File: src/rtl/tas_pkg.sv
// Shared types and constants for the time-aware shaper List Execute block:
// FSM state encoding, the all-open gate vector and the GCL entry layout.
package tas_pkg;

  localparam int TAS_NUM_QUEUES = 8;
  localparam int TAS_GCL_DEPTH  = 16;
  localparam int TAS_ADDR_W     = 4;
  localparam int TAS_INTERVAL_W = 32;

  typedef enum logic [2:0] {
    ST_IDLE         = 3'd0,
    ST_NEW_CYCLE    = 3'd1,
    ST_EXECUTE      = 3'd2,
    ST_DELAY        = 3'd3,
    ST_END_OF_CYCLE = 3'd4
  } tas_state_t;

  localparam logic [TAS_NUM_QUEUES-1:0] GATES_ALL_OPEN = {TAS_NUM_QUEUES{1'b1}};

  typedef struct packed {
    logic [TAS_NUM_QUEUES-1:0] gates;
    logic [TAS_INTERVAL_W-1:0] interval;
  } gcl_entry_t;

  // Lengths above the bank depth cannot be walked, so clamp them.
  function automatic logic [TAS_ADDR_W:0] sat_list_len(input logic [TAS_ADDR_W:0] len);
    logic [TAS_ADDR_W:0] depth;
    depth = (TAS_ADDR_W + 1)'(TAS_GCL_DEPTH);
    if (len > depth) begin
      return depth;
    end else begin
      return len;
    end
  endfunction

endpackage

File: src/rtl/tas_list_execute_sm_if.sv
// Software configuration bus of the List Execute block: admin GCL writes,
// list length and commit request, plus the commit-pending status.
interface tas_list_execute_sm_if
  import tas_pkg::*;
#(
  parameter int NUM_QUEUES = TAS_NUM_QUEUES,
  parameter int ADDR_W     = TAS_ADDR_W,
  parameter int INTERVAL_W = TAS_INTERVAL_W
);
  logic                  cfg_we;
  logic [ADDR_W-1:0]     cfg_addr;
  logic [NUM_QUEUES-1:0] cfg_gate_states;
  logic [INTERVAL_W-1:0] cfg_interval;
  logic [ADDR_W:0]       cfg_list_len;
  logic                  cfg_commit;
  logic                  cfg_pending;

  modport master (
    output cfg_we, cfg_addr, cfg_gate_states, cfg_interval, cfg_list_len, cfg_commit,
    input  cfg_pending
  );

  modport slave (
    input  cfg_we, cfg_addr, cfg_gate_states, cfg_interval, cfg_list_len, cfg_commit,
    output cfg_pending
  );
endinterface

File: src/rtl/gcl_bank_regs.sv
// Double-buffered gate control list storage: software writes the admin bank,
// the FSM reads the oper bank, and a swap strobe exchanges their roles.
module gcl_bank_regs #(
  parameter int DEPTH   = 16,
  parameter int ADDR_W  = 4,
  parameter int ENTRY_W = 40
) (
  input  logic               clk,
  input  logic               rst,
  input  logic               swap,
  input  logic               we,
  input  logic [ADDR_W-1:0]  waddr,
  input  logic [ENTRY_W-1:0] wdata,
  input  logic [ADDR_W-1:0]  raddr,
  output logic [ENTRY_W-1:0] rdata
);
  logic [ENTRY_W-1:0] bank0 [DEPTH];
  logic [ENTRY_W-1:0] bank1 [DEPTH];
  logic               sel;

  // sel names the oper bank; the other one is admin.
  always_ff @(posedge clk or posedge rst) begin
    if (rst) begin
      sel <= 1'b0;
    end else if (swap) begin
      sel <= ~sel;
    end else begin
      sel <= sel;
    end
  end

  // A write coincident with a swap lands in the bank that becomes oper.
  always_ff @(posedge clk) begin
    if (we) begin
      if (sel) begin
        bank0[waddr] <= wdata;
      end else begin
        bank1[waddr] <= wdata;
      end
    end
  end

  assign rdata = sel ? bank1[raddr] : bank0[raddr];
endmodule

File: src/rtl/tas_list_execute_sm.sv
// Time-aware shaper List Execute machine: walks the oper GCL once per
// cycle_start, holding each entry's gate vector until PTP time passes its exit.
module tas_list_execute_sm
  import tas_pkg::*;
#(
  parameter int NUM_QUEUES = TAS_NUM_QUEUES,
  parameter int GCL_DEPTH  = TAS_GCL_DEPTH,
  parameter int ADDR_W     = TAS_ADDR_W,
  parameter int INTERVAL_W = TAS_INTERVAL_W
) (
  input  logic                  clk,
  input  logic                  rst,
  input  logic [63:0]           sync_time_ptp_ns_mini,
  input  logic                  cycle_start,
  tas_list_execute_sm_if.slave  cfg,
  output logic [NUM_QUEUES-1:0] gate_states,
  output logic [ADDR_W-1:0]     gcl_index,
  output logic                  list_active
);
  tas_state_t        state;
  logic [ADDR_W-1:0] idx;
  logic [ADDR_W:0]   oper_len;
  logic [ADDR_W:0]   capt_len;
  logic              pending;
  logic [63:0]       exit_time;
  logic              swap;
  logic              last_entry;
  logic              zero_interval;
  gcl_entry_t        wr_entry;
  gcl_entry_t        oper_entry;

  assign swap          = cycle_start & pending;
  assign last_entry    = ({1'b0, idx} + {{ADDR_W{1'b0}}, 1'b1}) >= oper_len;
  assign zero_interval = (oper_entry.interval == {INTERVAL_W{1'b0}});
  assign cfg.cfg_pending = pending;

  always_comb begin
    wr_entry.gates    = cfg.cfg_gate_states;
    wr_entry.interval = cfg.cfg_interval;
  end

  gcl_bank_regs #(
    .DEPTH   (GCL_DEPTH),
    .ADDR_W  (ADDR_W),
    .ENTRY_W ($bits(gcl_entry_t))
  ) u_banks (
    .clk   (clk),
    .rst   (rst),
    .swap  (swap),
    .we    (cfg.cfg_we),
    .waddr (cfg.cfg_addr),
    .wdata (wr_entry),
    .raddr (idx),
    .rdata (oper_entry)
  );

  // Commit bookkeeping and the list walk; cycle_start pre-empts every state.
  always_ff @(posedge clk or posedge rst) begin
    if (rst) begin
      state       <= ST_IDLE;
      idx         <= {ADDR_W{1'b0}};
      oper_len    <= {(ADDR_W+1){1'b0}};
      capt_len    <= {(ADDR_W+1){1'b0}};
      pending     <= 1'b0;
      exit_time   <= 64'd0;
      gate_states <= GATES_ALL_OPEN;
      gcl_index   <= {ADDR_W{1'b0}};
      list_active <= 1'b0;
    end else begin
      // A fresh commit wins over the clear, so a commit on the swap clock stays pending.
      if (cfg.cfg_commit) begin
        pending  <= 1'b1;
        capt_len <= sat_list_len(cfg.cfg_list_len);
      end else if (swap) begin
        pending  <= 1'b0;
      end else begin
        pending  <= pending;
      end

      if (cycle_start) begin
        if (pending) begin
          oper_len <= capt_len;
        end else begin
          oper_len <= oper_len;
        end
        idx         <= {ADDR_W{1'b0}};
        state       <= ST_NEW_CYCLE;
        list_active <= 1'b0;
      end else begin
        case (state)
          ST_NEW_CYCLE: begin
            if (oper_len == {(ADDR_W+1){1'b0}}) begin
              gate_states <= GATES_ALL_OPEN;
              state       <= ST_END_OF_CYCLE;
              list_active <= 1'b0;
            end else begin
              state       <= ST_EXECUTE;
              list_active <= 1'b1;
            end
          end
          ST_EXECUTE: begin
            gate_states <= oper_entry.gates;
            gcl_index   <= idx;
            exit_time   <= sync_time_ptp_ns_mini + {{(64-INTERVAL_W){1'b0}}, oper_entry.interval};
            if (!zero_interval) begin
              state <= ST_DELAY;
            end else if (last_entry) begin
              state       <= ST_END_OF_CYCLE;
              list_active <= 1'b0;
            end else begin
              idx   <= idx + {{(ADDR_W-1){1'b0}}, 1'b1};
              state <= ST_EXECUTE;
            end
          end
          ST_DELAY: begin
            if (sync_time_ptp_ns_mini < exit_time) begin
              state <= ST_DELAY;
            end else if (last_entry) begin
              state       <= ST_END_OF_CYCLE;
              list_active <= 1'b0;
            end else begin
              idx   <= idx + {{(ADDR_W-1){1'b0}}, 1'b1};
              state <= ST_EXECUTE;
            end
          end
          ST_IDLE, ST_END_OF_CYCLE: begin
            state <= state;
          end
          default: begin
            state       <= ST_IDLE;
            list_active <= 1'b0;
          end
        endcase
      end
    end
  end
endmodule

File: src/flat_wrapper.sv
// flat-port wrapper written by rule: the top's interface ports become plain ports
module tas_list_execute_sm_flat import tas_pkg::*;
#(
  parameter int NUM_QUEUES = TAS_NUM_QUEUES,
  parameter int GCL_DEPTH  = TAS_GCL_DEPTH,
  parameter int ADDR_W     = TAS_ADDR_W,
  parameter int INTERVAL_W = TAS_INTERVAL_W
)
  (clk, rst, sync_time_ptp_ns_mini, cycle_start, gate_states, gcl_index, list_active, cfg_cfg_we, cfg_cfg_addr, cfg_cfg_gate_states, cfg_cfg_interval, cfg_cfg_list_len, cfg_cfg_commit, cfg_cfg_pending);
  tas_list_execute_sm_if #(.NUM_QUEUES(NUM_QUEUES), .ADDR_W(ADDR_W), .INTERVAL_W(INTERVAL_W)) cfg_i ();
  input  logic clk;
  input  logic rst;
  input  logic [63:0] sync_time_ptp_ns_mini;
  input  logic cycle_start;
  output logic [NUM_QUEUES-1:0] gate_states;
  output logic [ADDR_W-1:0] gcl_index;
  output logic list_active;
  input wire logic [$bits(cfg_i.cfg_we)-1:0] cfg_cfg_we;
  input wire logic [$bits(cfg_i.cfg_addr)-1:0] cfg_cfg_addr;
  input wire logic [$bits(cfg_i.cfg_gate_states)-1:0] cfg_cfg_gate_states;
  input wire logic [$bits(cfg_i.cfg_interval)-1:0] cfg_cfg_interval;
  input wire logic [$bits(cfg_i.cfg_list_len)-1:0] cfg_cfg_list_len;
  input wire logic [$bits(cfg_i.cfg_commit)-1:0] cfg_cfg_commit;
  output wire logic [$bits(cfg_i.cfg_pending)-1:0] cfg_cfg_pending;
  assign cfg_i.cfg_we = cfg_cfg_we;
  assign cfg_i.cfg_addr = cfg_cfg_addr;
  assign cfg_i.cfg_gate_states = cfg_cfg_gate_states;
  assign cfg_i.cfg_interval = cfg_cfg_interval;
  assign cfg_i.cfg_list_len = cfg_cfg_list_len;
  assign cfg_i.cfg_commit = cfg_cfg_commit;
  assign cfg_cfg_pending = cfg_i.cfg_pending;
  tas_list_execute_sm #(.NUM_QUEUES(NUM_QUEUES), .GCL_DEPTH(GCL_DEPTH), .ADDR_W(ADDR_W), .INTERVAL_W(INTERVAL_W)) u_core (.clk(clk), .rst(rst), .sync_time_ptp_ns_mini(sync_time_ptp_ns_mini), .cycle_start(cycle_start), .cfg(cfg_i), .gate_states(gate_states), .gcl_index(gcl_index), .list_active(list_active));
endmodule
File: config.mk
export PLATFORM = sky130hd
export DESIGN_NAME = tas_list_execute_sm_flat
export DESIGN_NICKNAME = d
export VERILOG_FILES = /design/src/rtl/tas_pkg.sv /design/src/rtl/tas_list_execute_sm_if.sv /design/src/rtl/gcl_bank_regs.sv /design/src/rtl/tas_list_execute_sm.sv /design/src/flat_wrapper.sv
export SDC_FILE = /design/constraint.sdc
export NUM_CORES = 2
export LEC_CHECK = 0
export BUFFER_PORTS_ARGS = -buffer_cell sky130_fd_sc_hd__clkbuf_2
export CORE_MARGIN = 4
export CORE_UTILIZATION = 60
export CTS_CLUSTER_SIZE = 40
export DETAILED_ROUTE_END_ITERATION = 7
export PLACE_DENSITY = 0.77
export SYNTH_ARGS = -nofsm -noshare
export SYNTH_HDL_FRONTEND = slang
export SYNTH_SLANG_ARGS = --single-unit
File: constraint.sdc
create_clock -name clk -period 5.4 [get_ports clk]
set_input_delay 0.81 -clock clk [delete_from_list [all_inputs] [get_ports clk]]
set_output_delay 0.81 -clock clk [all_outputs]
set_load 0.03 [all_outputs]
# --- After elaboration in Yosys (flattened, before gate mapping) ---
# Memory sizes are Yosys's and may differ from the RTL's.
# Cells that the tools add are included.
totals:
  regBits: 96
  ramBits: 1280
  elab_cells: 70
  memories: 2
mem_list:
  columns: ["name", "words", "width", "read_ports", "rd_clocked_by_memory_dff", "wr", "line", "source"]
  rows:
  - ["u_core.u_banks.bank0", 16, 40, 1, 0, 1, "gcl_bank_regs.sv:17", "logic [ENTRY_W-1:0] bank0 [DEPTH];"]
  - ["u_core.u_banks.bank1", 16, 40, 1, 0, 1, "gcl_bank_regs.sv:18", "logic [ENTRY_W-1:0] bank1 [DEPTH];"]
op_classes:
  n_addsub: 3
  n_lt_le_gt_ge: 3
  eq_ne: 8
  muxes: 29
  n_bitwise: 3
  reduce_logical: 12
op_table:
  columns: ["operator", "n"]
  rows:
  - ["$add 64x32->64", 1]
  - ["$lt 64x64->1", 1]
  - ["$mux 40", 1]
  - ["$logic_not 32->1", 1]
  - ["$mux 4", 4]
  - ["$pmux 8 s2", 1]
  - ["$mux 3", 5]
  - ["$mux 1", 13]
  - ["$pmux 3 s4", 1]
  - ["$reduce_and 3->1", 3]
  - ["$mux 8", 1]
  - ["$pmux 4 s2", 1]
  - ["$eq 3x2->1 const B", 2]
  - ["$add 4x1->5 const B", 1]
  - ["$ge 5x5->1", 1]
  - ["$gt 5x5->1 const B", 1]
  - ["$logic_not 5->1", 1]
  - ["$mux 5", 1]
  - ["$add 4x1->4 const B", 1]
  - ["$pmux 1 s4", 1]
  - ["$reduce_and 2->1", 2]
  - ["$reduce_bool 2->1", 2]
  - ["$eq 3x1->1 const B", 1]
  - ["$eq 3x3->1 const B", 1]
  - ["other kinds (9)", 10]

# --- Depth between registers and ports, before layout ---
logic_depth:
  depth_word: 6
  mapped_depth: 19
  depth_no_buf: 15

# --- Cells and area by module ---
# Synthesis repeated with hierarchy kept, for this count alone.
unflattened:
  cells_unflattened: 3733
  area_unflattened_um2: 57772.9
modules_own_cells:
  columns: ["module", "instances", "cells_per_inst", "area_each_um2", "seq_area_each_um2"]
  rows:
  - ["gcl_bank_regs", 1, 2784, 49840.3, 38461.9]
  - ["tas_list_execute_sm", 1, 949, 7932.6, 2387.3]

# --- Worst setup path after synthesis ---
# Ideal clock, no wire load.
synth_timing:
  kind: "register to register"
  startpoint: "register u_core.u_banks.sel"
  endpoint: "memory u_core.u_banks.bank0[3][0], enable pin"
  setup_time_ns: 0.487
  arrival_time_ns: 4.467
  required_time_ns: 4.913
  setup_slack_ns: 0.447
  stages_incl_launch_ff: 8
  path_buffers: 5
  path_cell_list: "dfrtp_1 buf_2 buf_2 buf_2 buf_1 buf_1 nand4_1 nor3_1"
synth_via:
  elab_chain_len: 3
synth_lines:
  columns: ["element", "line", "source"]
  rows:
  - ["start, declared", "gcl_bank_regs.sv:19", "logic sel;"]
  - ["start signal, assigned", "gcl_bank_regs.sv:26", "sel <= ~sel;"]
  - ["start signal, assigned", "gcl_bank_regs.sv:28", "sel <= sel;"]
  - ["$mux 1", "gcl_bank_regs.sv:35", "if (sel) begin"]
  - ["$mux 1", "gcl_bank_regs.sv:34", "if (we) begin"]
  - ["$mux 1 (implied by the code)", "gcl_bank_regs.sv:36", "bank0[waddr] <= wdata;"]
  - ["end, declared", "gcl_bank_regs.sv:17", null]
# No other way between the ends.

# --- Worst setup path after layout ---
layout_timing:
  startpoint: "register u_core.idx[2]"
  endpoint: "register u_core.exit_time[52]"
layout_via:
  elab_chain_len: 3
layout_lines:
  columns: ["element", "line", "source"]
  rows:
  - ["start, declared", "tas_list_execute_sm.sv:21", "logic [ADDR_W-1:0] idx;"]
  - ["start signal, assigned", "tas_list_execute_sm.sv:61", "idx <= {ADDR_W{1'b0}};"]
  - ["start signal, assigned", "tas_list_execute_sm.sv:86", "idx <= {ADDR_W{1'b0}};"]
  - ["start signal, assigned", "tas_list_execute_sm.sv:111", "idx <= idx + {{(ADDR_W-1){1'b0}}, 1'b1};"]
  - ["$mem_v2 16x40, on equally long branches", null, null]
  - ["$mux 40 *", "gcl_bank_regs.sv:43", "assign rdata = sel ? bank1[raddr] : bank0[raddr];"]
  - ["$add 64x32->64 *", "tas_list_execute_sm.sv:104", "exit_time <= sync_time_ptp_ns_mini + {{(64-INTERVAL_W){1'b0}}, oper_entry.interval};"]
  - ["end signal, assigned", "tas_list_execute_sm.sv:104", null]
  - ["end, declared", "tas_list_execute_sm.sv:25", "logic [63:0] exit_time;"]
# Mark *: on every way between the ends. The rest lies on a longest branch, timed or not.
# A chain may end at the register's enable or synchronous reset.

==> results.sh <==
export IMPL_status="completed"
export IMPL_netlist_area_leader_share_pct=67.8
export IMPL_path_cells="buf_12 > buf_4 > mux4_2 > mux2i_1 > mux2_2 > o21ai_0 > ha_1 > nand4_1 > inv_1 > o211ai_1 > a2111oi_2 > o211ai_2 > a211oi_4 > buf_4 > o21ai_0 > xor2_1 > o21ai_0"
export IMPL_yosysTopAreaCell="edfxtp_1"
export IMPL_synth_area_leaders="edfxtp_1 68%, mux4_2 10%, dfrtp_1 3.9%"
export IMPL_max_slew_margin_pct=6.64
export IMPL_ys_dominant_reg_cell="edfxtp_1"
export IMPL_async_reset_ff_share_pct=6.98
export IMPL_final_setup_tns_ns=0
export IMPL_synth_edff_count=1280
export IMPL_synth_warning_count=0
export IMPL_vias_per_cell=6.84
export IMPL_grt_usage_pct=30.5
export IMPL_multiInputGateArea_sq_um=15000
export IMPL_ys_ff_latch=1376
export IMPL_mostFrequentLayoutCell="edfxtp_1"
export IMPL_drc=0
export IMPL_syn_nets=3345
export IMPL_dpl_hpwl_um=84800
export IMPL_final_util_pct=68.4
export IMPL_worst_pin_slew_ns=1.40
export IMPL_met3_length_um=16900
export IMPL_grt_pass1_vias=32800
export IMPL_layout_drive_gt1_share_pct=22.7
export IMPL_wl_per_cell_um=31.7
export IMPL_core_area_sq_um=93600
export IMPL_fp_row_count=112
export IMPL_ys_types=72
export IMPL_gp_congestion=0.902
export IMPL_clock_sinks=1376
export IMPL_wl_met2_um=72800
export IMPL_cts_tree="done"
export IMPL_initial_core_util_pct=60.6
export IMPL_root_buffer="clkbuf_16"
export IMPL_antenna_found_initial=11
export IMPL_vias=32400
export IMPL_grt_setup_unrepaired="false"
export IMPL_hold_viol=0
export IMPL_yosysSeqAreaShare_pct=72.0
export IMPL_drt_first_pass_iters=5
export IMPL_period_share_pct=92.9
export IMPL_die_h_um=315
export IMPL_max_stage_delay_ns=0.57
export IMPL_dieArea_sq_um=99500
export IMPL_avgSynthCellArea_sq_um=18.1
export IMPL_clk_pin_slew_ns=0.06
export IMPL_top_layer="met5"
export IMPL_grt_max_degree=107
export IMPL_critPathTopFamily="compound AO/OA/AOI/OAI gates"
export IMPL_regArea_sq_um=40900
export IMPL_nNetsFinal=3606
export IMPL_hold_class="input port to async pin"
export IMPL_cts_hold_fix_buffers=0
export IMPL_io_pins=132
export IMPL_finalSetupViolCount=0
export IMPL_grt_overflow=0
export IMPL_maxSlewViolCount=0
export IMPL_crit_slowest_cell="dfrtp_4"
export IMPL_hold_slack_ns=0.236
export IMPL_grt_pass1_wl_um=219000
export IMPL_ant_nets=0
export IMPL_cts_max_path_buffers=3
export IMPL_power_density_nw_per_um2=404
export IMPL_area_growth_pct=12.9
export IMPL_crit_arrival_ns=5.60
export IMPL_period_needed_ns=5.02
export IMPL_path_buf_inv=4
export IMPL_m1WireLength_um=54400
export IMPL_ir_drop_v=0.000237
export IMPL_cts_buffers_inserted=135
export IMPL_die_x_um=315
export IMPL_finalClockSkew_ns=0.0282
export IMPL_critPathKind="register to register"
export IMPL_cp_start_kind="register"
export IMPL_worstPathRequired_ns=5.99
export IMPL_p_leak_nw=20.9
export IMPL_synthesis_instances=3125
export IMPL_clock_fmax_mhz=199
export IMPL_cp_max_fo=12
export IMPL_port_buffers=131
export IMPL_drv_cap=0
export IMPL_nFillCells=5793
export IMPL_crit_top_cell="o21ai_0"
export IMPL_drt_total_wl_um=150000
export IMPL_syn_area_sq_um=56700
export IMPL_worstSetupEndpointType="register"
export IMPL_htreeDepth=4
export IMPL_final_cell_mix="1280 x edfxtp_1, 259 x mux4_2, 188 x mux2i_1"
export IMPL_clkLatencyLatePin_ns=0.74
export IMPL_first_iter_violations=4499
[cells in the mapped netlist (all sizes together), types with 26 or more instances]
cell type  instances
dfrtp             88
edfxtp          1280
nor2              82
ha               101
a21oi             69
nand4             48
clkbuf            40
xnor2             26
mux2i            189
o21ai            114
a22oi            109
xor2              28
mux4             259
nand2            165
buf              105
nand3             62
inv               92
[worst register-to-register path: stages (launching register included)]
cell	delay, ns
dfrtp_4	0.57
buf_12	0.17
buf_4	0.18
mux4_2	0.53
mux2i_1	0.33
mux2_2	0.23
o21ai_0	0.30
ha_1	0.50
nand4_1	0.14
inv_1	0.10
o211ai_1	0.16
a2111oi_2	0.55
o211ai_2	0.27
a211oi_4	0.28
buf_4	0.18
o21ai_0	0.13
xor2_1	0.18
o21ai_0	0.10
[power breakdown]
group	internal [W]	switching, W
combinational	0.00163	0.00267
sequential	0.0121	0.000265
clock	0.00531	0.00386
[repair_timing]
item | in CTS | in global routing
gates resized for setup | 0 | 1
setup endpoints to repair | 0 | 9
buffers inserted | 0 | 10
[final cells by class]
class,count,share of cell area (%)
repair buffers,269,3.13
clock buffers,170,5.73
inverters,94,0.555
diodes,4,0.0156
clock inverters,62,0.901
flip-flops and latches,1376,63.9
well taps,1254,2.45
multi-input cells,1510,23.4
[path summary, 6_finish.rpt]
check                                            startpoint                          endpoint  slack [ns]  depth (start not counted)
max in group asynchronous                               rst         u_core.idx[2]$_DFFE_PP0P_        3.94                          3
min reg2reg                u_core.exit_time[30]$_DFFE_PP0P_  u_core.exit_time[30]$_DFFE_PP0P_        0.48                          2
min in group clk                        cfg_cfg_list_len[1]    u_core.capt_len[1]$_DFFE_PP0P_        0.29                          3
max reg2reg                       u_core.idx[2]$_DFFE_PP0P_  u_core.exit_time[52]$_DFFE_PP0P_        0.38                         17
min                                                     rst  u_core.exit_time[43]$_DFFE_PP0P_        0.24                          2
max                               u_core.idx[2]$_DFFE_PP0P_  u_core.exit_time[52]$_DFFE_PP0P_        0.38                         17
[sequential cells by signal (all words and copies together) (netlist names)]
| signal | count |
|---|---|
| u_core.u_banks.bank0 | 640 |
| u_core.u_banks.bank1 | 640 |
| u_core.exit_time | 64 |
| u_core.gate_states | 8 |
| u_core.capt_len | 5 |
| u_core.oper_len | 5 |
| u_core.gcl_index | 4 |
| u_core.idx | 4 |
| u_core.state | 3 |
| u_core.cfg.cfg_pending | 1 |
| u_core.list_active | 1 |
| u_core.u_banks.sel | 1 |
[per-layer routing]
metal	vias up	track usage [%]
li1	13200	-
met1	16600	42.1
met2	2246	48.6
met3	389	6.80
met4	10	11.4
met5	-	0
[logic make-up after synthesis]
kind of cell / share of synthesized area [%]
compound gates: 4.92
xor+xnor: 0.834
fa+ha+maj: 2.26
buf+inv: 2.04
flops: 72.0
mux: 14.0
simple gates: 3.91
[metrics by stage]
step                total power (W)  area (sq um)  setup WS, ns  cells
global route                 0.0268         64000        0.0587   4736
floorplan                    0.0153         56700         0.447   3125
global placement             0.0166         59600         0.443   4493
CTS                          0.0259         63900         0.302   4725
finish                       0.0259         64000         0.382   4739
detailed placement           0.0168         59600         0.354   4493
(Power assumes the default switching activity.)
